## src/rtl/button_ctrl.sv

```systemverilog
// N-channel push-button front end: synchronise, debounce and emit press, release and
// long-press pulses, plus a sticky active-low reconfiguration request from one channel.
module button_ctrl #(
  parameter int unsigned      N_BTN           = 4,
  parameter logic [N_BTN-1:0] ACTIVE_LOW      = {N_BTN{1'b1}},
  parameter int unsigned      DEBOUNCE_CYCLES = 16,
  parameter int unsigned      LONG_CYCLES     = 1000,
  parameter int unsigned      RECONF_CH       = 0,
  parameter int unsigned      W_CNT           = 16
) (
  input  logic             clk,
  input  logic             rst,
  input  logic [N_BTN-1:0] btn_raw,
  input  logic             reconf_en,
  output logic [N_BTN-1:0] btn_level,
  output logic [N_BTN-1:0] press,
  output logic [N_BTN-1:0] released,
  output logic [N_BTN-1:0] long_press,
  output logic             reconf_n
);

  localparam int unsigned W_IDX = (N_BTN > 1) ? $clog2(N_BTN) : 1;
  localparam logic [W_CNT-1:0] DB_LAST   = W_CNT'(DEBOUNCE_CYCLES - 1);
  localparam logic [W_CNT-1:0] LONG_LAST = W_CNT'(LONG_CYCLES - 1);
  localparam logic [W_CNT-1:0] LONG_MAX  = W_CNT'(LONG_CYCLES);

  logic [N_BTN-1:0] sync1;
  logic [N_BTN-1:0] sync2;
  logic [N_BTN-1:0] pressed_c;
  logic [N_BTN-1:0] toggle_c;
  logic [W_CNT-1:0] db   [N_BTN];
  logic [W_CNT-1:0] hold [N_BTN];

  // Synchronised input normalised to 1 = pressed.
  assign pressed_c = sync2 ^ ACTIVE_LOW;

  // Level flips on the edge where the mismatch run would reach the debounce length.
  always_comb begin
    toggle_c = '0;
    for (int i = 0; i < int'(N_BTN); i++) begin
      toggle_c[i] = (pressed_c[i] != btn_level[i]) && (db[i] == DB_LAST);
    end
  end

  always_ff @(posedge clk) begin
    if (rst) begin
      sync1      <= ACTIVE_LOW;
      sync2      <= ACTIVE_LOW;
      btn_level  <= '0;
      press      <= '0;
      released   <= '0;
      long_press <= '0;
      reconf_n   <= 1'b1;
      for (int i = 0; i < int'(N_BTN); i++) begin
        db[i]   <= '0;
        hold[i] <= '0;
      end
    end else begin
      sync1     <= btn_raw;
      sync2     <= sync1;
      btn_level <= btn_level ^ toggle_c;
      press     <= toggle_c & ~btn_level;
      released  <= toggle_c & btn_level;

      for (int i = 0; i < int'(N_BTN); i++) begin
        if (toggle_c[i] || (pressed_c[i] == btn_level[i])) begin
          db[i] <= '0;
        end else begin
          db[i] <= db[i] + W_CNT'(1);
        end

        // Hold count restarts on either level change and saturates so long_press fires once.
        if (toggle_c[i]) begin
          hold[i] <= '0;
        end else if (btn_level[i] && (hold[i] != LONG_MAX)) begin
          hold[i] <= hold[i] + W_CNT'(1);
        end

        long_press[i] <= btn_level[i] && !toggle_c[i] && (hold[i] == LONG_LAST);
      end

      if (long_press[W_IDX'(RECONF_CH)] && reconf_en) begin
        reconf_n <= 1'b0;
      end
    end
  end

endmodule
```

## config.mk

```make
export PLATFORM = sky130hd
export DESIGN_NAME = button_ctrl
export DESIGN_NICKNAME = d
export VERILOG_FILES = /design/src/rtl/button_ctrl.sv
export SDC_FILE = /design/constraint.sdc
export NUM_CORES = 1
export LEC_CHECK = 0
export CORE_MARGIN = 1
export CORE_UTILIZATION = 44
export DETAILED_ROUTE_END_ITERATION = 10
export DONT_BUFFER_PORTS = 1
export PLACE_DENSITY_LB_ADDON = 0.25
export SETUP_SLACK_MARGIN = 0.2
export SLEW_MARGIN = 20
export SYNTH_ARGS = -nofsm -noshare
export SYNTH_HDL_FRONTEND = slang
export SYNTH_SLANG_ARGS = --single-unit
export TNS_END_PERCENT = 50
```

## constraint.sdc

```tcl
create_clock -name clk -period 3 [get_ports clk]
set_input_delay 0.3 -clock clk [delete_from_list [all_inputs] [get_ports clk]]
set_output_delay 0.3 -clock clk [all_outputs]
set_load 0.005 [all_outputs]
```

After elaboration in Yosys (flattened, before gate mapping):

Memory sizes are Yosys's and may differ from the RTL's.
Cells that the tools add are included.

* flip-flop bits (word level): 25
* memory bits (writable): 128
* input port bits: 7
* output and inout port bits: 17
* logic and storage cells: 153
* memories kept: 2

* $add $sub $neg: 8
* equal/unequal tests: 20
* muxes and demuxes: 70
* bitwise operators: 21
* reductions and logical operators: 25

Memory list
* db: depth 4, width 16, read ports 4, clocked after memory_dff 0, wr ports 4, line 31 `logic [W_CNT-1:0] db [N_BTN];`
* hold: depth 4, width 16, read ports 4, clocked after memory_dff 0, wr ports 4, line 32 `logic [W_CNT-1:0] hold [N_BTN];`

Operators with widths (number)
* 16-bit two-way mux: 16
* 16-bit by 1-bit adder with 16-bit output (second input constant): 8
* 16-bit by 10-bit == test with 1-bit output (second input constant): 4
* 16-bit by 4-bit == test with 1-bit output (second input constant): 4
* 16-bit by 10-bit != test with 1-bit output (second input constant): 4
* 1-bit two-way mux: 54
* 1-bit logical AND: 17
* 1-bit bitwise OR: 16
* 4-bit bitwise AND: 2
* 4-bit NOT: 2
* 1-bit == test: 4
* 1-bit logical NOT: 4
* 1-bit logical OR: 4
* 1-bit != test: 4
* 4-bit bitwise XOR: 1

Logic depth before layout (Yosys ltp):

Gate-level depths: netlist of run 1.

* depth after elaboration: 9
* gate-level depth with buffers: 9
* depth with buffers taken out: 9

Least setup slack after synthesis of run 1:

OpenSTA, ideal clock, no wires.

* path type: register to register
* start point: memory hold[2][11]
* end point: memory hold[2][0] (enable)
* setup time: 0.349 ns
* data arrival time: 2.110 ns
* path slack: 0.541 ns
* stages on the path, launching flop included: 5
* clock period less this slack: 2.459 ns
* cell sequence: edfxtp_1 -> or4_1 -> or4_4 -> nor3_4 -> o211ai_2

RTL lines (line)
* from (decl): 32

==> impl_metrics.tcl, run 1 <==
set metrics [dict create \
    status "complete, no violations" \
    r2r_end "hold[2][1]" \
    ir_drop_uv 444 \
    grt_pass1_wl_mm 24.1 \
    tightest_slew_ps 947 \
    cp-endpoint "hold[2][1]" \
    start_util_pct 44.8 \
    cts_buffers 17 \
    syn_avg_cell_area_um2 10.5 \
    cp_data_required_time_ps 3040 \
    synth_fa_ha_area_share_pct 3.74 \
    postCtsSetupRepairBufs 0 \
    synth_seq_cells 153 \
    skew_ps 7.93 \
    worst_setup_path_end_kind "register" \
    syn_inst 766 \
    vias 5465 \
    cts_resized 0 \
    design_area_mm2 0.00913 \
    drv_cap 0 \
    grt_antenna_before_repair 0 \
    p_int_mw 3.73 \
    ioPinCount 24 \
    cts_sinks 153 \
    final.min_clock_period_ps 2470 \
    synth_warnings 0 \
    die_w_um 137 \
    async_flop_share_pct 0 \
    clk_pin_slew_ps 60 \
    setup_ws_ps 528 \
    rsz0062_at_grt "no" \
    grt-ovfl-total 0 \
    wl_per_cell_um 13.0 \
    synth_ff_type "edfxtp_1" \
    critPathLaunch "hold[2][11]" \
    globalRouteTotalUtil_pct 16.4 \
    arrival_ps 2510 \
    ys_types 43 \
    cts_buffer_depth 2 \
    dieArea_mm2 0.0188 \
    io_buffers 0 \
    cts_tree "done" \
    muxShareOfSynthArea_pct 0.125 \
    syn-cell-area_mm2 0.00802 \
    crit_type "reg -> reg" \
    pwr-share-comb_pct 3.4 \
    core_mm2 0.0179 \
    seq_power_share_pct 52.2 \
    area_delta_synth_final_pct 13.9 \
    min_period_over_period_pct 82.4 \
    placed_area_mm2 0.00851 \
    die_h_um 137 \
    layout-drive-gt1-share_pct 5.51 \
    final_nets 871 \
    cts_max_level 4 \
    setup_viol 0 \
    reg2reg_slack_ps 530 \
    ant_nets 0 \
    cp-start-kind "register" \
    rows 49 \
    grt_pass1_vias 5189 \
    synthXorXnorAreaFrac_pct 11.5 \
    maxSlewHeadroom_pct 36.7 \
    rr_worst_depth 4 \
    synth-compound-area-share_pct 2.42 \
    place_worst_setup_slack_ps 493 \
    nFillCells 1614 \
    synth-edff-count 128 \
    r2r_start "hold[2][11]" \
    drt_wl_total_mm 14.1 \
    swShare_pct 20.8 \
    hold_viol 0 \
    drtIter0Drc 269 \
    n_antenna_cell 0 \
    root_buffer "clkbuf_16" \
    hold_slack_ps 44.0 \
    post-route-drc-count 0 \
    viasPerCell 5.05 \
    cp_max_fo 16 \
    hp-class "in -> reg" \
    p_per_area_mw_per_mm2 516 \
    fmax_mhz 404 \
    power_mw 4.71 \
    p_clk_share_pct 44.4 \
    p_leak_nw 3.02 \
    clkLatencyLatePin_ps 420 \
    drt-pass1-iter-count 5 \
    ys_seq_area_share_pct 54.2 \
    setup_tns_ps 0 \
    synth-simple-area-share_pct 25.4 \
    drv_slew 0 \
    dp_hpwl_mm 9.63 \
    synth_top_family_by_area "simple AND/OR/NAND/NOR gates" \
    grt_max_degree 21 \
    gp_congestion 0.825 \
    power_switching_mw 0.978 \
]
==> per-layer routing <==
layer / global-route usage [%] / routed length [µm] / up-vias
met2: 25.1 / 6360 / 78
met1: 22.5 / 7080 / 2515
li1: - / - / 2858
met3: 3.41 / 449 / 14
met5: 0 / 0 / -
met4: 6.84 / 189 / 0
==> cell families after synthesis <==
| kind of cell | after synthesis |
|---|---|
| adders and majority gates | 24 |
| and+or+nand+nor | 397 |
| AOI/OAI and AO/OA | 30 |
| buffers and inverters | 55 |
| DFF | 153 |
| muxes | 1 |
| other | 1 |
| xor gates and xnor gates | 105 |
==> timing repair <==
item	CTS	global route
endpoints found under the setup margin	0	0
hold buffers	5	0
hold endpoints to repair	20	0
==> worst max-delay path: stages (launching register included) <==
cell and delay (ps):
edfxtp_1 450, or4_1 530, or4_4 550, nor3_4 200, o211ai_2 370
==> synth_stat cells, types with 2 or more instances <==
| master | count | area [µm²] |
|---|---|---|
| nand3b_1 | 2 | 15.0 |
| nor3_1 | 42 | 210 |
| o21ai_0 | 6 | 30.0 |
| and2_1 | 2 | 12.5 |
| a41oi_1 | 2 | 17.5 |
| xnor2_1 | 73 | 639 |
| dfxtp_1 | 25 | 500 |
| nand3_1 | 43 | 215 |
| nor4_1 | 39 | 244 |
| nor3b_1 | 4 | 30.0 |
| or3_1 | 8 | 50.1 |
| a31o_2 | 2 | 17.5 |
| nor2_1 | 126 | 473 |
| edfxtp_1 | 128 | 3840 |
| and3_1 | 12 | 75.1 |
| nor2b_1 | 8 | 50.1 |
| nand2_1 | 38 | 143 |
| nor4b_1 | 3 | 26.3 |
| clkbuf_1 | 18 | 67.6 |
| and3b_1 | 2 | 17.5 |
| or4_1 | 4 | 30.0 |
| ha_1 | 24 | 300 |
| or2_2 | 9 | 56.3 |
| a21oi_1 | 10 | 50.1 |
| nand2b_1 | 2 | 12.5 |
| a211o_1 | 2 | 17.5 |
| inv_1 | 35 | 131 |
| nand4b_1 | 3 | 26.3 |
| o211ai_1 | 3 | 22.5 |
| o21ai_1 | 2 | 10.0 |
| nand4_1 | 40 | 250 |
| and4_1 | 7 | 61.3 |
| xor2_1 | 32 | 280 |
==> state kept, by name, summed over array words and instances, names as in the netlist <==
signal	flops
db	64
press	4
long_press	4
sync1	4
btn_level	4
released	4
sync2	4
hold	64
reconf_n	1
==> worst min-delay path by stage <==
stage | from | endpoint | cells after the start
after floorplan | sync1[0] | sync2[0] | 1
after global placement | rst | btn_level[3] | 1
after detailed placement | rst | btn_level[0] | 1
after CTS | reconf_en | reconf_n | 3
after global routing | reconf_en | reconf_n | 3
final | reconf_en | reconf_n | 3
==> cell usage in the layout, fill, tap and decap left out, types with 35 or more instances in the layout <==
cell type and instances:
inv_1 35, nor3_1 42, nand2_1 38, edfxtp_1 128, nand4_1 40, nor2_1 126
conb_1 64, nand3_1 43, nor4_1 39, xnor2_1 73
==> through the flow <==
| stage | util (%) | std cells |
|---|---|---|
| 2_1_floorplan | - | 829 |
| 3_3_place_gp | 47.6 | 1045 |
| 3_5_place_dp | 47.6 | 1045 |
| 4_1_cts | 51.0 | 1082 |
| 5_1_grt | 51.0 | 1082 |
| 6_report | 51.0 | 1082 |
==> cell type report <==
class / count / area [µm²] / area share, %
Clock buffer: 20 / 437 / 4.78
Clock inverter: 12 / 133 / 1.45
Inverter: 35 / 131 / 1.44
Multi-Input combinational cell: 621 / 3700 / 40.5
Sequential cell: 153 / 4340 / 47.6
Tap cell: 229 / 287 / 3.14
Timing Repair Buffer: 12 / 103 / 1.12
==> power by group through the flow <==
stage	Combinational, mW	Clock [mW]	Sequential (mW)
after floorplan	0.138	0	2.48
after global placement	0.150	0	2.50
after detailed placement	0.149	0	2.50
after CTS	0.161	2.15	2.46
after global routing	0.186	2.22	2.47
final	0.161	2.09	2.46
(Power assumes the default switching activity.)
==> run 2, diff against run 1 <==
Clock period 3 ns to 2 ns, I/O delays scaled along.
==> impl_metrics.tcl, run 2 (synthesis results as in run 1) <==
set metrics [dict create \
    drt_wl_total_mm 16.6 \
    nFillCells 1468 \
    rows 49 \
    ir_drop_uv 654 \
    pwr-share-comb_pct 5.2 \
    reg2reg_slack_ps -140 \
    rr_worst_depth 5 \
    cp_slowest_stage_delay_ps 520 \
    grt-ovfl-total 0 \
    status "finished with violations" \
    dieArea_mm2 0.0188 \
    core_mm2 0.0179 \
    grt_antenna_before_repair 0 \
    cts_buffers 17 \
    setup_tns_ps -2630 \
    dp_hpwl_mm 10.7 \
    ioPinCount 24 \
    whs_endpoint "hold[3][9]" \
    root_buffer "clkbuf_16" \
    n_antenna_cell 0 \
    place_worst_setup_slack_ps -104 \
    cts_max_level 4 \
    io_buffers 0 \
    drtIter0Drc 333 \
    drt-pass1-iter-count 5 \
    globalRouteTotalUtil_pct 18.2 \
    gp_congestion 0.815 \
    arrival_ps 2270 \
    cts_buffer_depth 2 \
    setup_viol 25 \
    fmax_mhz 468 \
    seq_power_share_pct 47.3 \
    grt_pass1_wl_mm 26.5 \
    multi_input_area_mm2 0.00440 \
    viasPerCell 5.16 \
    crit_type "reg -> reg" \
    final_nets 968 \
    layout_common_cells "edfxtp_1, buf_4, nor2_1, xnor2_1, conb_1" \
    p_int_mw 6.13 \
    die_h_um 137 \
    cts_sinks 153 \
    grt_max_degree 23 \
    top_regs "db: 64 flops, hold: 64 flops" \
    slowest_stage "or4_1" \
    wl_per_cell_um 14.1 \
    ant_nets 0 \
    drv_slew 0 \
    cp-start-kind "register" \
    drv_cap 0 \
    hold_start "rst" \
    cp_data_required_time_ps 2130 \
    swShare_pct 21.0 \
    regArea_mm2 0.00434 \
    r2r_end "hold[2][13]" \
    path_cells "or4_1 > or4_4 > nor3_4 > buf_4 > o211ai_4" \
    tightest_slew_ps 997 \
    p_per_area_mw_per_mm2 720 \
    clkLatencyLatePin_ps 420 \
    critPathTopFamily "simple AND/OR/NAND/NOR gates" \
    maxSlewHeadroom_pct 33.3 \
    r2r_start "hold[2][15]" \
    whs_path_depth 1 \
    layout-drive-gt1-share_pct 26.5 \
    skew_ps 11.0 \
    rsz0062_at_grt "yes" \
    layout_commonest_cell "edfxtp_1" \
    grt_pass1_vias 5615 \
    vias 6089 \
    post-route-drc-count 0 \
    hp-class "in -> reg" \
    setup_ws_ps -135 \
    crit_buf_inv 1 \
    cp_max_fo 8 \
    hold_viol 0 \
    power_switching_mw 1.63 \
    violations "negative setup slack" \
    min_period_over_period_pct 107 \
    start_util_pct 44.8 \
    critPathLaunch "hold[2][15]" \
    final.min_clock_period_ps 2140 \
    clk_pin_slew_ps 60 \
    area_delta_synth_final_pct 34.4 \
    cts_tree "done" \
    p_clk_share_pct 47.5 \
    die_w_um 137 \
    worst_setup_path_end_kind "register" \
    p_leak_nw 3.63 \
]
## run 2: cell count changes in the layout (fill, tap and decap cells not counted), moves of 9 or more
cell	delta
nor4_1	-12
buf_4	+76
nor4_2	+10
buf_6	+11
nor2_2	+10
nor2_4	+34
nor2_1	-44
ha_1	-10
nor3_1	-9
## run 2: stage by stage
| step | util (%) | total power [mW] | area, µm² | hold WS, ps | cells |
|---|---|---|---|---|---|
| after CTS | 56.3 | 7.79 | 10100 | 7.64 | 1165 |
| final | 60.2 | 7.76 | 10800 | 59.3 | 1179 |
| after global routing | 60.2 | 8.02 | 10800 | 45.5 | 1179 |
| after detailed placement | 51.2 | 4.05 | 9160 | 274 | 1117 |
| after floorplan | - | 3.93 | 8330 | 304 | 829 |
| after global placement | 51.2 | 4.05 | 9160 | 271 | 1117 |
## run 2: metal layers
layer / routed length [µm] / up-vias / part of all wire [%] / GRT usage (%)
li1: - / 3067 / - / -
met1: 7600 / 2890 / 46 / 24.1
met2: 8080 / 113 / 49 / 28.9
met3: 761 / 19 / 4.6 / 4.89
met4: 160 / 0 / 0.96 / 5.49
met5: 0 / - / 0 / 0
## run 2: worst max path at each step
stage	end	cells after the start	slack [ps]
2_1_floorplan	hold[2][0]	4	-180
3_3_place_gp	hold[2][0]	4	-100
3_5_place_dp	hold[2][15]	4	-100
4_1_cts	hold[2][13]	5	-110
5_1_grt	hold[2][7]	5	-190
6_report	hold[2][13]	5	-140
## run 2: what timing repair did
item | CTS | global route
setup buffers | 9 | 11
gates cloned | 1 | 2
pin swaps | 8 | 69
gates resized for setup | 17 | 144
hold buffers | 6 | 1
endpoints found under the setup margin | 125 | 186
hold endpoints to repair | 23 | 1
## run 2: cell type report
type / instances / share of cell area (%)
clock buffer: 18 / 4.07
multi-input combinational: 623 / 40.8
inverter: 35 / 1.22
timing repair buffer: 107 / 8.65
tap: 229 / 2.66
clock inverter: 14 / 2.25
sequential: 153 / 40.3
## run 2: power by group through the flow
stage | clock network, mW | registers (mW) | logic, mW
2_1_floorplan | 0 | 3.72 | 0.210
3_3_place_gp | 0 | 3.72 | 0.326
3_5_place_dp | 0 | 3.73 | 0.328
4_1_cts | 3.77 | 3.66 | 0.361
5_1_grt | 3.88 | 3.68 | 0.452
6_report | 3.69 | 3.67 | 0.406
==> patch 1 (config.mk and constraints of run 1) <==
The parameter `W_CNT` goes from 16 to 32.
--- a/src/rtl/button_ctrl.sv
+++ b/src/rtl/button_ctrl.sv
@@ -7,5 +7,5 @@
   parameter int unsigned      LONG_CYCLES     = 1000,
   parameter int unsigned      RECONF_CH       = 0,
-  parameter int unsigned      W_CNT           = 16
+  parameter int unsigned      W_CNT           = 32
 ) (
   input  logic             clk,
Behaviour: no difference found for any inputs over 10 cycles, from zero or initial values and one cycle with rst high; that may be too few to reach the edited logic, so the function may still have changed.
==> patch 1 against run 1 <==
Total power is 86% higher; sequential cell count is 128 higher; cell area is 91% higher; combinational power is 84% higher; synthesized area is 90% higher; worst setup slack worse by 0.043 ns; wire length is 110% higher; critical endpoint is now hold[1][19]$_SDFFCE_PN0P_; largest cell class unchanged; first-iteration DRC count is 130% higher.
==> patch 1: results (changes against run 1) <==
qor: outcome.status finished, final reports clean
qor: clock_tree.htree_levels 2 [-2]
qor: power.max-vdd-ir-drop 0.332 mV [-25%]
qor: finish.final_nets 1656 [+90%]
qor: worst_setup_path.cpMaxStageDelayCell sky130_fd_sc_hd__edfxtp_1
qor: placement.place.gp.congestion 0.792 [-4.0%]
qor: drt.detail_route.vias_per_cell 5.11 [+1.2%]
qor: clock_tree.clockBufferDepth 3 [+1]
qor: global_route.grt_start_max_net_pins 33 [+57%]
qor: global_route.grt_first_pass_wirelength 50100 um [+110%]
qor: synthesis.synth_top_cells_by_area sky130_fd_sc_hd__edfxtp_1 50%, sky130_fd_sc_hd__xnor2_1 8.4%, sky130_fd_sc_hd__nor2_1 7.1%
qor: placement.pre_cts_setup_slack 0.426 ns [-0.0669 ns]
qor: synthesis.synth_enable_flop_cells 256 [+100%]
qor: worst_setup_path.critPathArrivalTime 2.67 ns [+0.16 ns]
qor: drt.route.vias.total 10700 [+96%]
qor: synthesis.yosys.cell_types.count 44 [+2.3%]
qor: finish.final.fill_count 3123 [+93%]
qor: clock_tree.tritoncts.num_buffers 34 [+17]
qor: drt.first_iter_violations 630 [+130%]
qor: timing.slew_headroom 43.6% [+6.9 points]
qor: synthesis.synth_largest_type_area_fraction 50.3% [+2.4 points]
qor: global_route.total_global_routing_track_utilization 16.9% [+0.52 points]
qor: drt.totalWireLength 29200 um [+110%]
qor: finish.seqCellArea 8190 um2 [+88%]
qor: clock_tree.cts.root.buffer_cell sky130_fd_sc_hd__clkbuf_16
qor: placement.dp_cells 2031 [+94%]
qor: worst_setup_path.worst_path_largest_cell_delay 0.43 ns [-0.12 ns]
qor: timing.finalClockSkew 0.0187 ns [+0.0107 ns]
qor: clock_tree.clock_insertion_delay_worst_skew 0.52 ns [+0.10 ns]
qor: power.power_leakage 5.71 nW [+89%]
qor: placement.dpl.hpwl 19200 um [+99%]
qor: synthesis.postSynthCellCount 1491 [+95%]
qor: synthesis.share_of_the_yosys_chip_area_belonging_to_registers 53.6% [-0.53 points]
qor: global_route.grt_pass1_vias 10300 [+98%]
qor: placement.placedInstanceArea 16300 um2 [+91%]
qor: synthesis.synth.top_cells.by_count 289 x sky130_fd_sc_hd__nor2_1, 256 x sky130_fd_sc_hd__edfxtp_1, 147 x sky130_fd_sc_hd__xnor2_1, 91 x sky130_fd_sc_hd__nand3_1, 85 x sky130_fd_sc_hd__xor2_1
qor: finish.top_regs db x128, hold x128
qor: finish.post_route_cells_drive_above_1_share 6.00% [+0.49 points]
qor: worst_setup_path.crit_path_max_fanout 32 [+16]
[patch 1: changes by cell type after synthesis, moves of 21 or more]
cell                              run 1  this run
sky130_fd_sc_hd__inv_1               35        57
sky130_fd_sc_hd__nand3_1             43        91
sky130_fd_sc_hd__and4_1               7        28
sky130_fd_sc_hd__nand4_1             40        67
sky130_fd_sc_hd__clkbuf_1            18        40
sky130_fd_sc_hd__nor4_1              39        82
sky130_fd_sc_hd__xnor2_1             73       147
sky130_fd_sc_hd__xor2_1              32        85
sky130_fd_sc_hd__nand2_1             38        81
sky130_fd_sc_hd__and3_1              12        37
sky130_fd_sc_hd__edfxtp_1           128       256
sky130_fd_sc_hd__nor2_1             126       289
[patch 1: power by group]
| group | internal, mW | switching, mW |
|---|---|---|
| Combinational | 0.127 | 0.169 |
| Clock | 2.32 | 1.57 |
| Sequential | 4.41 | 0.170 |
| Total | 6.86 | 1.91 |
[patch 1: what timing repair did]
item / CTS / global route
gates resized for setup: 0 / 1
hold buffers: 6 / 0
endpoints found under the setup margin: 0 / 54
hold endpoints to repair: 23 / 0
[patch 1: kinds of logic after synthesis]
logic type	after synthesis	share of synthesized area (%)
xor gates and xnor gates	232	13.3
buffers and inverters	113	3.00
and+or+nand+nor	808	26.9
adders and majority gates	24	1.97
AOI/OAI and AO/OA	32	1.14
other	1	0.0246
DFF	281	53.6
[patch 1: per-layer routing]
| metal | wire (um) | up-vias | GRT usage [%] |
|---|---|---|---|
| met1 | 14400 | 5084 | 23.8 |
| met5 | 0 | - | 0 |
| met4 | 580 | 0 | 5.03 |
| met3 | 900 | 40 | 2.61 |
| li1 | - | 5478 | - |
| met2 | 13300 | 130 | 27.0 |
[patch 1: tightest hold or removal path, cell delays in order]
cell and delay, ns:
sky130_fd_sc_hd__nor3b_1 0.03, sky130_fd_sc_hd__nand3_1 0.07, sky130_fd_sc_hd__nor3_1 0.07
[patch 1: final cells by class]
type / instances / area share [%]
sequential: 281 / 47.1
inverter: 57 / 1.23
clock inverter: 12 / 0.302
clock buffer: 50 / 5.78
tap: 448 / 3.22
multi-input combinational: 1224 / 41.0
timing repair buffer: 27 / 1.44
[patch 1: worst paths after layout]
path	start	endpoint	slack [ns]	cells past startpoint
max	db[1][27]$_SDFFCE_PN0P_	hold[1][19]$_SDFFCE_PN0P_	0.48	6
min	rst	long_press[0]$_SDFF_PP0_	0.03	3
max reg2reg	db[1][27]$_SDFFCE_PN0P_	hold[1][19]$_SDFFCE_PN0P_	0.48	6
min reg2reg	sync1[3]$_SDFF_PP1_	sync2[3]$_SDFF_PP1_	0.41	1
==> patch 2 (config.mk and constraints of run 1) <==
Made on the original files. Put one more register stage on the output `btn_level`, cleared by the reset. The value now appears one clock later. The other outputs are not delayed to match.
--- a/src/rtl/button_ctrl.sv
+++ b/src/rtl/button_ctrl.sv
@@ -25,4 +25,6 @@
   localparam logic [W_CNT-1:0] LONG_MAX  = W_CNT'(LONG_CYCLES);
 
+  logic [N_BTN-1:0] btn_level_s0;
+
   logic [N_BTN-1:0] sync1;
   logic [N_BTN-1:0] sync2;
@@ -39,5 +41,5 @@
     toggle_c = '0;
     for (int i = 0; i < int'(N_BTN); i++) begin
-      toggle_c[i] = (pressed_c[i] != btn_level[i]) && (db[i] == DB_LAST);
+      toggle_c[i] = (pressed_c[i] != btn_level_s0[i]) && (db[i] == DB_LAST);
     end
   end
@@ -47,5 +49,5 @@
       sync1      <= ACTIVE_LOW;
       sync2      <= ACTIVE_LOW;
-      btn_level  <= '0;
+      btn_level_s0 <= '0;
       press      <= '0;
       released   <= '0;
@@ -59,10 +61,10 @@
       sync1     <= btn_raw;
       sync2     <= sync1;
-      btn_level <= btn_level ^ toggle_c;
-      press     <= toggle_c & ~btn_level;
-      released  <= toggle_c & btn_level;
+      btn_level_s0 <= btn_level_s0 ^ toggle_c;
+      press     <= toggle_c & ~btn_level_s0;
+      released  <= toggle_c & btn_level_s0;
 
       for (int i = 0; i < int'(N_BTN); i++) begin
-        if (toggle_c[i] || (pressed_c[i] == btn_level[i])) begin
+        if (toggle_c[i] || (pressed_c[i] == btn_level_s0[i])) begin
           db[i] <= '0;
         end else begin
@@ -73,9 +75,9 @@
         if (toggle_c[i]) begin
           hold[i] <= '0;
-        end else if (btn_level[i] && (hold[i] != LONG_MAX)) begin
+        end else if (btn_level_s0[i] && (hold[i] != LONG_MAX)) begin
           hold[i] <= hold[i] + W_CNT'(1);
         end
 
-        long_press[i] <= btn_level[i] && !toggle_c[i] && (hold[i] == LONG_LAST);
+        long_press[i] <= btn_level_s0[i] && !toggle_c[i] && (hold[i] == LONG_LAST);
       end
 
@@ -86,3 +88,11 @@
   end
 
+  always_ff @(posedge clk) begin
+    if (rst) begin
+      btn_level <= '0;
+    end else begin
+      btn_level <= btn_level_s0;
+    end
+  end
+
 endmodule
Formal check against the unedited RTL: no difference found for any inputs over 10 cycles, from zero or initial values and one cycle with rst high; that may be too few to reach the edited logic, so the function may still have changed.
==> patch 2 against run 1 <==
The run now ends with DRC left; clock skew rose by 0.0036 ns; wire length rose by 5.4%; cell area rose by 1.6%; global-route usage rose by 0.40 points; total power rose by 0.93%; via count rose by 2.3%; sequential share of layout area rose by 0.11 points; synthesized area rose by 2.0%; synthesized cell count rose by 0.52%; sequential cell count rose by 4; worst setup slack got worse by 0.058 ns.
==> patch 2: results (changes against run 1) <==
qor: synthesis.synth_top_cells_by_area sky130_fd_sc_hd__edfxtp_1 47%, sky130_fd_sc_hd__xnor2_1 7.9%, sky130_fd_sc_hd__dfxtp_1 7.1%
qor: drt.total_length_of_routed_met3_wires 455 um [+1.3%]
qor: drt.drc 2 [+2]
qor: worst_hold_path.worst_hold_startpoint rst
qor: global_route.grt_start_max_net_pins 25 [+19%]
qor: worst_hold_path.hold_ep btn_level[2]$_SDFF_PP0_
qor: outcome.status finished, violations left
qor: outcome.failing_checks DRC
qor: drt.detail_route.first_pass.iterations 7 [+2]
qor: placement.dp_cells 1046 [+0.096%]
qor: worst_hold_path.timing.hold.worst_path_depth 1 [-2]
qor: placement.place.gp.congestion 0.788 [-4.4%]
qor: synthesis.yosys.cell_types.count 44 [+2.3%]
qor: drt.detailroute.wirelength.met2 6750 um [+6.0%]
qor: power.max-vdd-ir-drop 0.411 mV [-7.4%]
qor: worst_setup_path.reg2reg_setup_slack 0.47 ns [-0.06 ns]
qor: power.power_leakage 3.02 nW [about the same]
qor: synthesis.synth_area_per_cell 10.6 um2 [+1.5%]
qor: synthesis.synth.top_cells.by_count 128 x sky130_fd_sc_hd__edfxtp_1, 96 x sky130_fd_sc_hd__nor2_1, 74 x sky130_fd_sc_hd__xnor2_1, 71 x sky130_fd_sc_hd__nor3_1, 40 x sky130_fd_sc_hd__nand2_1
qor: worst_setup_path.crit-reg2reg-capture hold[2][10]$_SDFFCE_PN0P_
qor: drt.route.vias.total 5588 [+2.3%]
qor: worst_setup_path.critPathArrivalTime 2.67 ns [+0.16 ns]
qor: power.clock_power_share 43.8% [-0.6 points]
qor: drt.first_iter_violations 265 [-1.5%]
qor: power.p_sw_share 21.1% [+0.35 points]
qor: timing.tightestPinTransition 0.680 ns [-0.267 ns]
qor: synthesis.share_of_the_yosys_chip_area_belonging_to_registers 54.1% [-0.081 points]
## patch 2: cell type report
type | instances | area, um2
clock buffer | 26 | 510
clock inverter | 6 | 58.8
fill | 1631 | 8800
inverter | 33 | 124
multi-input combinational | 619 | 3770
sequential | 157 | 4420
tap | 229 | 287
timing repair buffer | 13 | 105
## patch 2: cell families after synthesis
| family | share of synthesized area (%) |
|---|---|
| and+or+nand+nor | 25.8 |
| AOI/OAI and AO/OA | 2.39 |
| buffers and inverters | 2.80 |
| other | 0.0458 |
| adders and majority gates | 3.67 |
| xor gates and xnor gates | 11.2 |
| DFF | 54.1 |
## patch 2: what timing repair did
action | CTS | global route
endpoints found under the hold margin | 24 | 0
setup endpoints to repair | 0 | 16
resized for setup | 0 | 2
hold buffers | 5 | 0
## patch 2: worst register-to-register path, cell delays in order, from the launching register on
cell	delay [ns]
sky130_fd_sc_hd__edfxtp_1	0.48
sky130_fd_sc_hd__or4_1	0.54
sky130_fd_sc_hd__or4_4	0.56
sky130_fd_sc_hd__o21ai_0	0.15
sky130_fd_sc_hd__or3b_4	0.52
## patch 2: per-layer routing
layer | track usage, % | vias up
met3 | 4.16 | 17
met5 | 0 | -
met4 | 6.33 | 0
li1 | - | 2887
met1 | 22.8 | 2616
met2 | 26.0 | 68
## patch 2: through the flow
| step | hold WS (ns) | area, um2 | utilization, % | total power, mW | setup WS (ns) |
|---|---|---|---|---|---|
| after CTS | 0.0192 | 9280 | 51.3 | 4.80 | 0.240 |
| after floorplan | 0.378 | 8420 | - | 2.67 | 0.456 |
| final | 0.0299 | 9280 | 51.3 | 4.75 | 0.470 |
| after detailed placement | 0.382 | 8660 | 47.9 | 2.70 | 0.259 |
| after global placement | 0.375 | 8660 | 47.9 | 2.70 | 0.282 |
| after global routing | 0.0178 | 9280 | 51.3 | 4.93 | 0.334 |
